<file path="config.mk">
export PLATFORM = sky130hd
export DESIGN_NAME = ysyx_23060096_inst_seq_flat
export DESIGN_NICKNAME = d
export VERILOG_FILES = /design/src/rtl/ysyx_23060096_inst_seq_if.sv /design/src/rtl/ysyx_23060096_inst_seq.sv /design/src/flat_wrapper.sv
export SDC_FILE = /design/constraint.sdc
export NUM_CORES = 1
export LEC_CHECK = 0
export BUFFER_PORTS_ARGS = -buffer_cell sky130_fd_sc_hd__buf_4
export CORE_MARGIN = 1.5
export CORE_UTILIZATION = 54
export DETAILED_ROUTE_END_ITERATION = 10
export HOLD_SLACK_MARGIN = 0.1
export MAX_ROUTING_LAYER = met4
export PLACE_DENSITY = 0.79
export SYNTH_ARGS = -nofsm -noshare
export SYNTH_HDL_FRONTEND = slang
export SYNTH_SLANG_ARGS = --single-unit
</file>
<file path="constraint.sdc">
create_clock -name clk -period 2.3 [get_ports clk]
set_clock_uncertainty 0.05 [all_clocks]
set_input_delay 0.46 -clock clk [delete_from_list [all_inputs] [get_ports clk]]
set_output_delay 0.46 -clock clk [all_outputs]
set_load 0.02 [all_outputs]
</file>
<file path="src/rtl/ysyx_23060096_inst_seq_if.sv">
// ---------------------------------------------------------------------------
// ysyx_23060096_inst_seq_if
//   Bundles the sequencer's IFU, decoder, LSU and retirement signals.
//   master : the sequencer (drives requests and write enables)
//   slave  : the surrounding core / testbench (IFU, decoder, LSU)
//
//   ifu_req    seq -> IFU  fetch request, level-held in FETCH
//   ifu_rvalid IFU -> seq  instruction word valid
//   ir_we      seq -> core instruction register write
//   dec_*      dec -> seq  decoder qualifiers from the registered IR
//   lsu_req    seq -> LSU  memory request, level-held in MEM
//   lsu_wen    seq -> LSU  store enable
//   lsu_done   LSU -> seq  memory access complete
//   pc_we      seq -> core PC update pulse
//   rf_we      seq -> core register file write
//   retire     seq -> core retired-instruction pulse
//   retire_cnt seq -> core retired-instruction count (32 bit)
//   halt       seq -> core sticky halt
//   err        seq -> core halt cause (2 bit)
// ---------------------------------------------------------------------------
interface ysyx_23060096_inst_seq_if;
    logic        ifu_req;
    logic        ifu_rvalid;
    logic        ir_we;
    logic        dec_regwr;
    logic        dec_memwr;
    logic        dec_memtoreg;
    logic        dec_ebreak;
    logic        dec_illegal;
    logic        lsu_req;
    logic        lsu_wen;
    logic        lsu_done;
    logic        pc_we;
    logic        rf_we;
    logic        retire;
    logic [31:0] retire_cnt;
    logic        halt;
    logic [1:0]  err;

    modport master (
        output ifu_req, ir_we, lsu_req, lsu_wen, pc_we, rf_we, retire,
               retire_cnt, halt, err,
        input  ifu_rvalid, dec_regwr, dec_memwr, dec_memtoreg, dec_ebreak,
               dec_illegal, lsu_done
    );

    modport slave (
        input  ifu_req, ir_we, lsu_req, lsu_wen, pc_we, rf_we, retire,
               retire_cnt, halt, err,
        output ifu_rvalid, dec_regwr, dec_memwr, dec_memtoreg, dec_ebreak,
               dec_illegal, lsu_done
    );
endinterface

</file>
<file path="src/rtl/ysyx_23060096_inst_seq.sv">
// ---------------------------------------------------------------------------
// ysyx_23060096_inst_seq
//   Multi-cycle instruction sequencer: IDLE -> FETCH -> DECODE -> EXEC
//   -> (MEM) -> WB, with HALT on ebreak, illegal instruction or a bus that
//   does not answer within TIMEOUT wait cycles. Gates IR/PC/RF writes and
//   counts retired instructions.
//
//   Parameters
//     TIMEOUT  max wait count in FETCH/MEM before a bus-error halt (1..255)
//   Ports
//     clk      core clock, rising edge
//     rst      asynchronous, active-high reset
//     bus      ysyx_23060096_inst_seq_if.master (IFU/decoder/LSU/retire)
// ---------------------------------------------------------------------------
module ysyx_23060096_inst_seq #(
    parameter int unsigned TIMEOUT = 255
) (
    input logic                            clk,
    input logic                            rst,
    ysyx_23060096_inst_seq_if.master       bus
);

    typedef enum logic [2:0] {
        S_IDLE, S_FETCH, S_DECODE, S_EXEC, S_MEM, S_WB, S_HALT
    } state_e;

    localparam logic [1:0] ERR_EBREAK  = 2'd0;
    localparam logic [1:0] ERR_ILLEGAL = 2'd1;
    localparam logic [1:0] ERR_FETCH   = 2'd2;
    localparam logic [1:0] ERR_MEM     = 2'd3;
    localparam logic [7:0] TIMEOUT_C   = 8'(TIMEOUT);

    state_e      state_q, state_d;
    logic [7:0]  wait_q, wait_d;
    logic [1:0]  err_q, err_d;
    logic [31:0] retire_cnt_q;
    // Moore outputs are registered alongside the state so they come
    // straight from flops and drop to 0 with the asynchronous reset.
    logic        ifu_req_q, lsu_req_q, wb_q, halt_q;

    // Next-state, wait counter and halt cause.
    always_comb begin
        // NOTE: every variable gets a default before the case, so no path
        // leaves it unassigned and no latch is inferred.
        state_d = state_q;
        wait_d  = wait_q;
        err_d   = err_q;
        case (state_q)
            S_IDLE:   state_d = S_FETCH;
            S_FETCH: begin
                // A response in the timeout cycle still wins.
                if (bus.ifu_rvalid) begin
                    state_d = S_DECODE;
                end else if (wait_q == TIMEOUT_C) begin
                    state_d = S_HALT;
                    err_d   = ERR_FETCH;
                end else begin
                    wait_d = wait_q + 8'd1;
                end
            end
            S_DECODE: begin
                if (bus.dec_ebreak) begin
                    state_d = S_HALT;
                    err_d   = ERR_EBREAK;
                end else if (bus.dec_illegal) begin
                    state_d = S_HALT;
                    err_d   = ERR_ILLEGAL;
                end else begin
                    state_d = S_EXEC;
                end
            end
            S_EXEC:   state_d = (bus.dec_memwr || bus.dec_memtoreg) ? S_MEM : S_WB;
            S_MEM: begin
                if (bus.lsu_done) begin
                    state_d = S_WB;
                end else if (wait_q == TIMEOUT_C) begin
                    state_d = S_HALT;
                    err_d   = ERR_MEM;
                end else begin
                    wait_d = wait_q + 8'd1;
                end
            end
            S_WB:     state_d = S_FETCH;
            S_HALT:   state_d = S_HALT;
            default:  state_d = S_IDLE;
        endcase
        // Fresh wait budget on every entry into a bus-wait state.
        if ((state_d == S_FETCH || state_d == S_MEM) && state_d != state_q) begin
            wait_d = '0;
        end
    end

    always_ff @(posedge clk or posedge rst) begin
        if (rst) begin
            state_q      <= S_IDLE;
            wait_q       <= '0;
            err_q        <= ERR_EBREAK;
            retire_cnt_q <= '0;
            ifu_req_q    <= 1'b0;
            lsu_req_q    <= 1'b0;
            wb_q         <= 1'b0;
            halt_q       <= 1'b0;
        end else begin
            // NOTE: non-blocking assignments keep every flop sampling the
            // pre-edge values, independent of statement order.
            state_q   <= state_d;
            wait_q    <= wait_d;
            err_q     <= err_d;
            ifu_req_q <= (state_d == S_FETCH);
            lsu_req_q <= (state_d == S_MEM);
            wb_q      <= (state_d == S_WB);
            halt_q    <= (state_d == S_HALT);
            if (state_q == S_WB) begin
                retire_cnt_q <= retire_cnt_q + 32'd1;   // wraps naturally
            end
        end
    end

    // Moore outputs.
    assign bus.ifu_req    = ifu_req_q;
    assign bus.lsu_req    = lsu_req_q;
    assign bus.pc_we      = wb_q;
    assign bus.retire     = wb_q;
    assign bus.halt       = halt_q;
    assign bus.err        = err_q;
    assign bus.retire_cnt = retire_cnt_q;

    // State-qualified write enables: one state flop AND one input each.
    assign bus.ir_we   = ifu_req_q & bus.ifu_rvalid;
    assign bus.lsu_wen = lsu_req_q & bus.dec_memwr;
    assign bus.rf_we   = wb_q & bus.dec_regwr;

endmodule

</file>
<file path="src/flat_wrapper.sv">
// flat-port wrapper written by rule: the top's interface ports become plain ports
module ysyx_23060096_inst_seq_flat 
#(
    parameter int unsigned TIMEOUT = 255
)
  (clk, rst, bus_ifu_req, bus_ir_we, bus_lsu_req, bus_lsu_wen, bus_pc_we, bus_rf_we, bus_retire, bus_retire_cnt, bus_halt, bus_err, bus_ifu_rvalid, bus_dec_regwr, bus_dec_memwr, bus_dec_memtoreg, bus_dec_ebreak, bus_dec_illegal, bus_lsu_done);
  ysyx_23060096_inst_seq_if bus_i ();
  input logic clk;
  input logic rst;
  output wire logic [$bits(bus_i.ifu_req)-1:0] bus_ifu_req;
  output wire logic [$bits(bus_i.ir_we)-1:0] bus_ir_we;
  output wire logic [$bits(bus_i.lsu_req)-1:0] bus_lsu_req;
  output wire logic [$bits(bus_i.lsu_wen)-1:0] bus_lsu_wen;
  output wire logic [$bits(bus_i.pc_we)-1:0] bus_pc_we;
  output wire logic [$bits(bus_i.rf_we)-1:0] bus_rf_we;
  output wire logic [$bits(bus_i.retire)-1:0] bus_retire;
  output wire logic [$bits(bus_i.retire_cnt)-1:0] bus_retire_cnt;
  output wire logic [$bits(bus_i.halt)-1:0] bus_halt;
  output wire logic [$bits(bus_i.err)-1:0] bus_err;
  input wire logic [$bits(bus_i.ifu_rvalid)-1:0] bus_ifu_rvalid;
  input wire logic [$bits(bus_i.dec_regwr)-1:0] bus_dec_regwr;
  input wire logic [$bits(bus_i.dec_memwr)-1:0] bus_dec_memwr;
  input wire logic [$bits(bus_i.dec_memtoreg)-1:0] bus_dec_memtoreg;
  input wire logic [$bits(bus_i.dec_ebreak)-1:0] bus_dec_ebreak;
  input wire logic [$bits(bus_i.dec_illegal)-1:0] bus_dec_illegal;
  input wire logic [$bits(bus_i.lsu_done)-1:0] bus_lsu_done;
  assign bus_ifu_req = bus_i.ifu_req;
  assign bus_ir_we = bus_i.ir_we;
  assign bus_lsu_req = bus_i.lsu_req;
  assign bus_lsu_wen = bus_i.lsu_wen;
  assign bus_pc_we = bus_i.pc_we;
  assign bus_rf_we = bus_i.rf_we;
  assign bus_retire = bus_i.retire;
  assign bus_retire_cnt = bus_i.retire_cnt;
  assign bus_halt = bus_i.halt;
  assign bus_err = bus_i.err;
  assign bus_i.ifu_rvalid = bus_ifu_rvalid;
  assign bus_i.dec_regwr = bus_dec_regwr;
  assign bus_i.dec_memwr = bus_dec_memwr;
  assign bus_i.dec_memtoreg = bus_dec_memtoreg;
  assign bus_i.dec_ebreak = bus_dec_ebreak;
  assign bus_i.dec_illegal = bus_dec_illegal;
  assign bus_i.lsu_done = bus_lsu_done;
  ysyx_23060096_inst_seq #(.TIMEOUT(TIMEOUT)) u_core (.clk(clk), .rst(rst), .bus(bus_i));
endmodule
</file>
### After elaboration in Yosys (flattened, before gate mapping)

Index checks and enable logic that the tools add are counted.
W data, S select, Z words.

* bits of input ports: 9
* logic and storage cells: 60
* register bits after elaboration: 49

* bitwise operators: 3
* add/sub/neg operators: 2
* reduce and logical (&&, ||, !) cells: 9
* multiplexer cells: 19
* eq/ne operators: 19

Operators with widths (number)
* $add A32 B1 Y32 const B: 1
* $mux W8: 4
* $eq A3 B3 Y1 const B: 6
* $pmux W3 S6: 1
* $pmux W8 S2: 1
* $mux W3: 5
* $mux W2: 6
* $add A8 B1 Y8 const B: 1
* $eq A8 B8 Y1 const B: 1
* $eq A3 B1 Y1 const B: 2
* $eq A3 B2 Y1 const B: 2
* $ne A3 B2 Y1 const B: 2
* $pmux W2 S3: 1
* $reduce_and A6 Y1: 1
* $reduce_bool A3 Y1: 2
* $ne A2 B1 Y1 const B: 2
* $ne A2 B2 Y1 const B: 2
* $and A1 B1 Y1: 3
* $logic_not A3 Y1: 1
* $ne A3 B3 Y1: 1
* $ne A3 B3 Y1 const B: 1
* $reduce_and A3 Y1: 1
* $logic_or A1 B1 Y1: 2
* $reduce_or A2 Y1: 1
* other kinds (2): 2

### Logic depth before layout (Yosys ltp)

* word-level depth: 9
* mapped depth: 7
* depth with buffers taken out: 6

### Worst setup path after synthesis

No wires, ideal clock.

* path type: register to register
* start: register u_core.retire_cnt_q[9] (netlist: u_core.bus.retire_cnt[9])
* end: register u_core.retire_cnt_q[27] (netlist: u_core.bus.retire_cnt[27])
* slack: 0.448 ns
* path buffers: 0
* stages on the path, launching flop included: 6
* arrival: 1.722 ns
* cell sequence: dfrtp_1 nand4_2 or4_4 or2_1 nor3_2 xor2_1

* longest elaborated chain between the ends: 1

Ends and longest elaborated chain
* start: declaration: line ysyx_23060096_inst_seq.sv:36 `logic [31:0] retire_cnt_q;`
* start signal: assignment: line ysyx_23060096_inst_seq.sv:114 `retire_cnt_q <= retire_cnt_q + 32'd1;`
* $add A32 B1 Y32: line ysyx_23060096_inst_seq.sv:114

Every way passes these cells.
A chain may end at the register's enable or synchronous reset.

### Worst setup path after layout

* start: register u_core.state_q[2]
* end: register u_core.wait_q[2]

* longest elaborated chain between the ends: 8
* elaborated cells between the ends (all ways): 23
* classes of those cells: eq/ne: 11; mux: 6; reduce/logical: 6

Ends and longest elaborated chain
* start: declaration: line ysyx_23060096_inst_seq.sv:33 `state_e state_q, state_d;`
* start signal: assignment: line ysyx_23060096_inst_seq.sv:106 `state_q <= state_d;`
* $eq A3 B3 Y1 (tied with other cells): line ysyx_23060096_inst_seq.sv:48 `case (state_q)`
* $reduce_or A2 Y1 (no line) (tied with other cells)
* $pmux W3 S6: line ysyx_23060096_inst_seq.sv:48
* $eq A3 B1 Y1 / $eq A3 B3 Y1 (equally long branches): line ysyx_23060096_inst_seq.sv:88 `if ((state_d == S_FETCH || state_d == S_MEM) && state_d != state_q) begin`
* $logic_or A1 B1 Y1: line ysyx_23060096_inst_seq.sv:88
* $logic_and A1 B1 Y1: line ysyx_23060096_inst_seq.sv:88
* $ne A3 B2 Y1 (no line) / $reduce_bool A3 Y1 (equally long branches)
* $reduce_and A3 Y1 (no line)
* end signal: assignment: line ysyx_23060096_inst_seq.sv:107 `wait_q <= wait_d;`
* end: declaration: line ysyx_23060096_inst_seq.sv:34 `logic [7:0] wait_q, wait_d;`

Parallel ways exist; a longest one is shown, timed or not.

==> key figures <==
Timing
  – Sum Neg Setup Slack: 0 ns
  – Final hold vios: 0
  – Slew HR: 0.6322
  – Tcrit/Tclk final: 0.8976
  – Minimum clock period: a little over 2 ns
  – Actual slew at the worst max-slew pin: 0.5510 ns
  – Setup violators final: 0
  – WHS: 0.1500 ns
  – RSZ-0062 raised after global routing: no
  – Max Slew Vio Count: 0
  – Highest Clock Rate: 484.4 MHz

Detailed routing
  – Iter 0 DRT Violations: 98
  – WL/cell: approximately 14 µm
  – Drt pass-1 iters: 4
  – Vias/cell: 5.527
  – Vias post-DR: approximately 1,800
  – Post-DRT Antenna Nets: 0
  – DRC violations left: 0
  – Final Routed Wirelength: 4487 µm

Yosys
  – Post-synth top area share: 0.5229
  – Synthesized instance count: 223
  – Yosys warns: 0
  – Seq/Total Area, Yosys: 0.5229
  – Post-synth cell types: 46
  – Post-synth EDFFs: 0
  – Cell taking the most area after synthesis: dfrtp_1
  – Avg Cell Area, Syn: 10.51 µm²
  – Netlist Area Pre-Place: 0.002345 mm²
  – #FFs+latches synth: 49
  – Fraction of registers with async set/reset: 1.000
  – Most common flop cell mapped by yosys: dfrtp_1
  – Top post-synthesis cells by area: dfrtp_1 52%, xnor2_1 8.6%, xor2_1 4.9%
  – Mapped Nets: 234

CTS
  – Post-CTS Setup Repair Bufs: 0
  – Num CTS Buffers: 5
  – # H-tree levels: 2
  – Clock Tree Buf Depth: 2
  – Sink Count: 49
  – CTS tree: yes
  – Root Buffer: clkbuf_8
  – Worst-Skew Late Latency: approximately 0.30 ns
  – Hold_buf cts: 0
  – Clk slew on worst S/H paths: 0.09 ns
  – Post-cts resize count: 0

Placement
  – RePlAce Congestion: about 0.92
  – Port bufs: 50
  – Dpl cells: approximately 320
  – Post-DP HPWL: 3352 µm

Setup path
  – Crit-path cells: or4b_1 -> nor3_1 -> o21ai_0 -> a21oi_2 -> nor3_1
  – Slowest-stage cell, CP: or4b_1
  – Worst setup SP type: register
  – WP data arrival: 2.19 ns
  – Req. time, crit path: about 2.4 ns
  – Crit path kind: reg2reg
  – Slowest stage delay, CP: 0.62 ns
  – Most frequent cell on the critical path: nor3_1
  – CP Capture Type: register
  – CP max FO: 15

Finish
  – Diode count: 0
  – Nets: 290
  – Fin cells: 330
  – P&R area growth vs syn: 23.64%
  – Most common cell after layout, fill and taps aside: buf_4
  – Most frequent cells in the layout: 54 x buf_4, 49 x dfrtp_1, 24 x nor2_1, 23 x xnor2_1, 16 x nand2_1
  – Share of cells above drive strength 1: 0.2643

Power
  – Share of power burned in the clock network: 0.238
  – Sw Ratio: 0.3459
  – Sw Pwr: 882.0 µW
  – Reg power frac: 0.444
  – Comb power frac: 0.318
  – VDD IR max: slightly below 0.0007 V
  – PwrDens: 879.6 mW/mm²
  – Static leakage: 0.001373 µW
  – Int Power: around 1700 µW

Floorplan
  – Vert. Die Dim: 68.90 µm
  – Core area: about 0.0041 mm²
  – Starting density of the core: 0.5738
  – Die X: 68.90 µm
  – FP Rows: 23
  – IO Pins: 51
  – Die Area: between 0.004 and 0.005 mm²

Global routing
  – GR Util met3: 0.05357
  – Overall Global Routing Usage: 0.2231
  – Largest net degree at the start of global routing: 29
  – GRT met2 Usage: 0.3269
  – Vias in the first global route: 1,627
  – Overflow left after global routing: 0
  – Antenna violations before repair: 0
  – First-pass GRT wire length: between 7000 and 8000 µm
  – Met1 Usage GRT: 0.3106
  – Top Usage Layer GRT: met2

Min path
  – Tightest Hold Check Type: in2async

Flow run
  – Maxcap violations: 0

Outcome
  – Status: completed
-- cell usage after synthesis, types with 3 or more instances --
cell,number
and2_1,4
nand3_1,10
or2_2,3
nand2b_1,5
a21oi_1,6
xnor2_1,23
inv_1,8
xor2_1,13
dfrtp_1,49
nand4_1,14
nand2_1,16
and4_1,5
nor2_1,24
nor3_1,4
-- sequential cells by signal (all words and copies together), names as in the netlist --
name / flops
u_core.bus.err: 2
u_core.bus.pc_we: 1
u_core.bus.halt: 1
u_core.bus.lsu_req: 1
u_core.wait_q: 8
u_core.bus.retire_cnt: 32
u_core.bus.ifu_req: 1
u_core.state_q: 3
-- kinds of logic (layout without fill, tap and decap cells) --
group,count (synthesis),count (layout),synth area share
AOI/OAI and AO/OA,17,17,0.04803
xor gates and xnor gates,36,36,0.1345
adders and majority gates,2,2,0.01067
buffers and inverters,13,70,0.02348
DFF,49,49,0.5229
muxes,3,3,0.01387
and+or+nand+nor,103,103,0.2465
-- metal layers --
layer  wire length (µm)  up-vias
met4                 55        0
met1               2101      882
li1                   -      883
met3                283        5
met5                  0        -
met2               2046       54
-- critical path, delay by kind of cell, from the launching register on --
kind	cells	cell delay, ns
flip-flops	1	0.52
AO/OA/AOI/OAI	2	0.49
AND/OR/NAND/NOR	3	0.87
-- area by class of cell --
cell class | instances | area, µm²
Clock buffer | 6 | 72.57
Multi-Input combinational cell | 161 | 1064
Clock inverter | 2 | 38.79
Timing Repair Buffer | 54 | 405.4
Sequential cell | 49 | 1226
Inverter | 8 | 30.03
Tap cell | 50 | 62.56
Fill cell | 317 | 1187
-- metrics by stage --
stage / power, µW / cell area (µm²) / setup slack (ns) / utilization
CTS: 2567 / 2899 / 0.2537 / 0.7094
finish: 2550 / 2899 / 0.2355 / 0.7094
floorplan: 1670 / 2345 / 0.4483 / -
global placement: 1948 / 2788 / 0.3094 / 0.6822
detailed placement: 1961 / 2788 / 0.2609 / 0.6822
global route: 2716 / 2899 / 0.1029 / 0.7094
-- power by group through the flow --
stage / registers [µW] / logic (µW) / clock network, µW
after floorplan: 1190 / 478 / 0
final: 1130 / 811 / 606
after detailed placement: 1150 / 813 / 0
after global routing: 1160 / 895 / 660
after global placement: 1150 / 803 / 0
after CTS: 1130 / 816 / 617
-- path summary, 6_finish.rpt --
path	from	to	slack (ns)	depth (start not counted)
hold reg to reg	u_core.bus.retire_cnt[31]	u_core.bus.retire_cnt[31]	0.44	1
setup / recovery	u_core.state_q[2]	u_core.wait_q[2]	0.24	5
setup reg to reg	u_core.state_q[2]	u_core.wait_q[2]	0.24	5
hold / removal	rst	u_core.wait_q[4]	0.15	2
max in group asynchronous	rst	u_core.bus.err[1]	1.47	3
min in group clk	u_core.bus.retire_cnt[31]	u_core.bus.retire_cnt[31]	0.44	1
(Power assumes the default switching activity.)
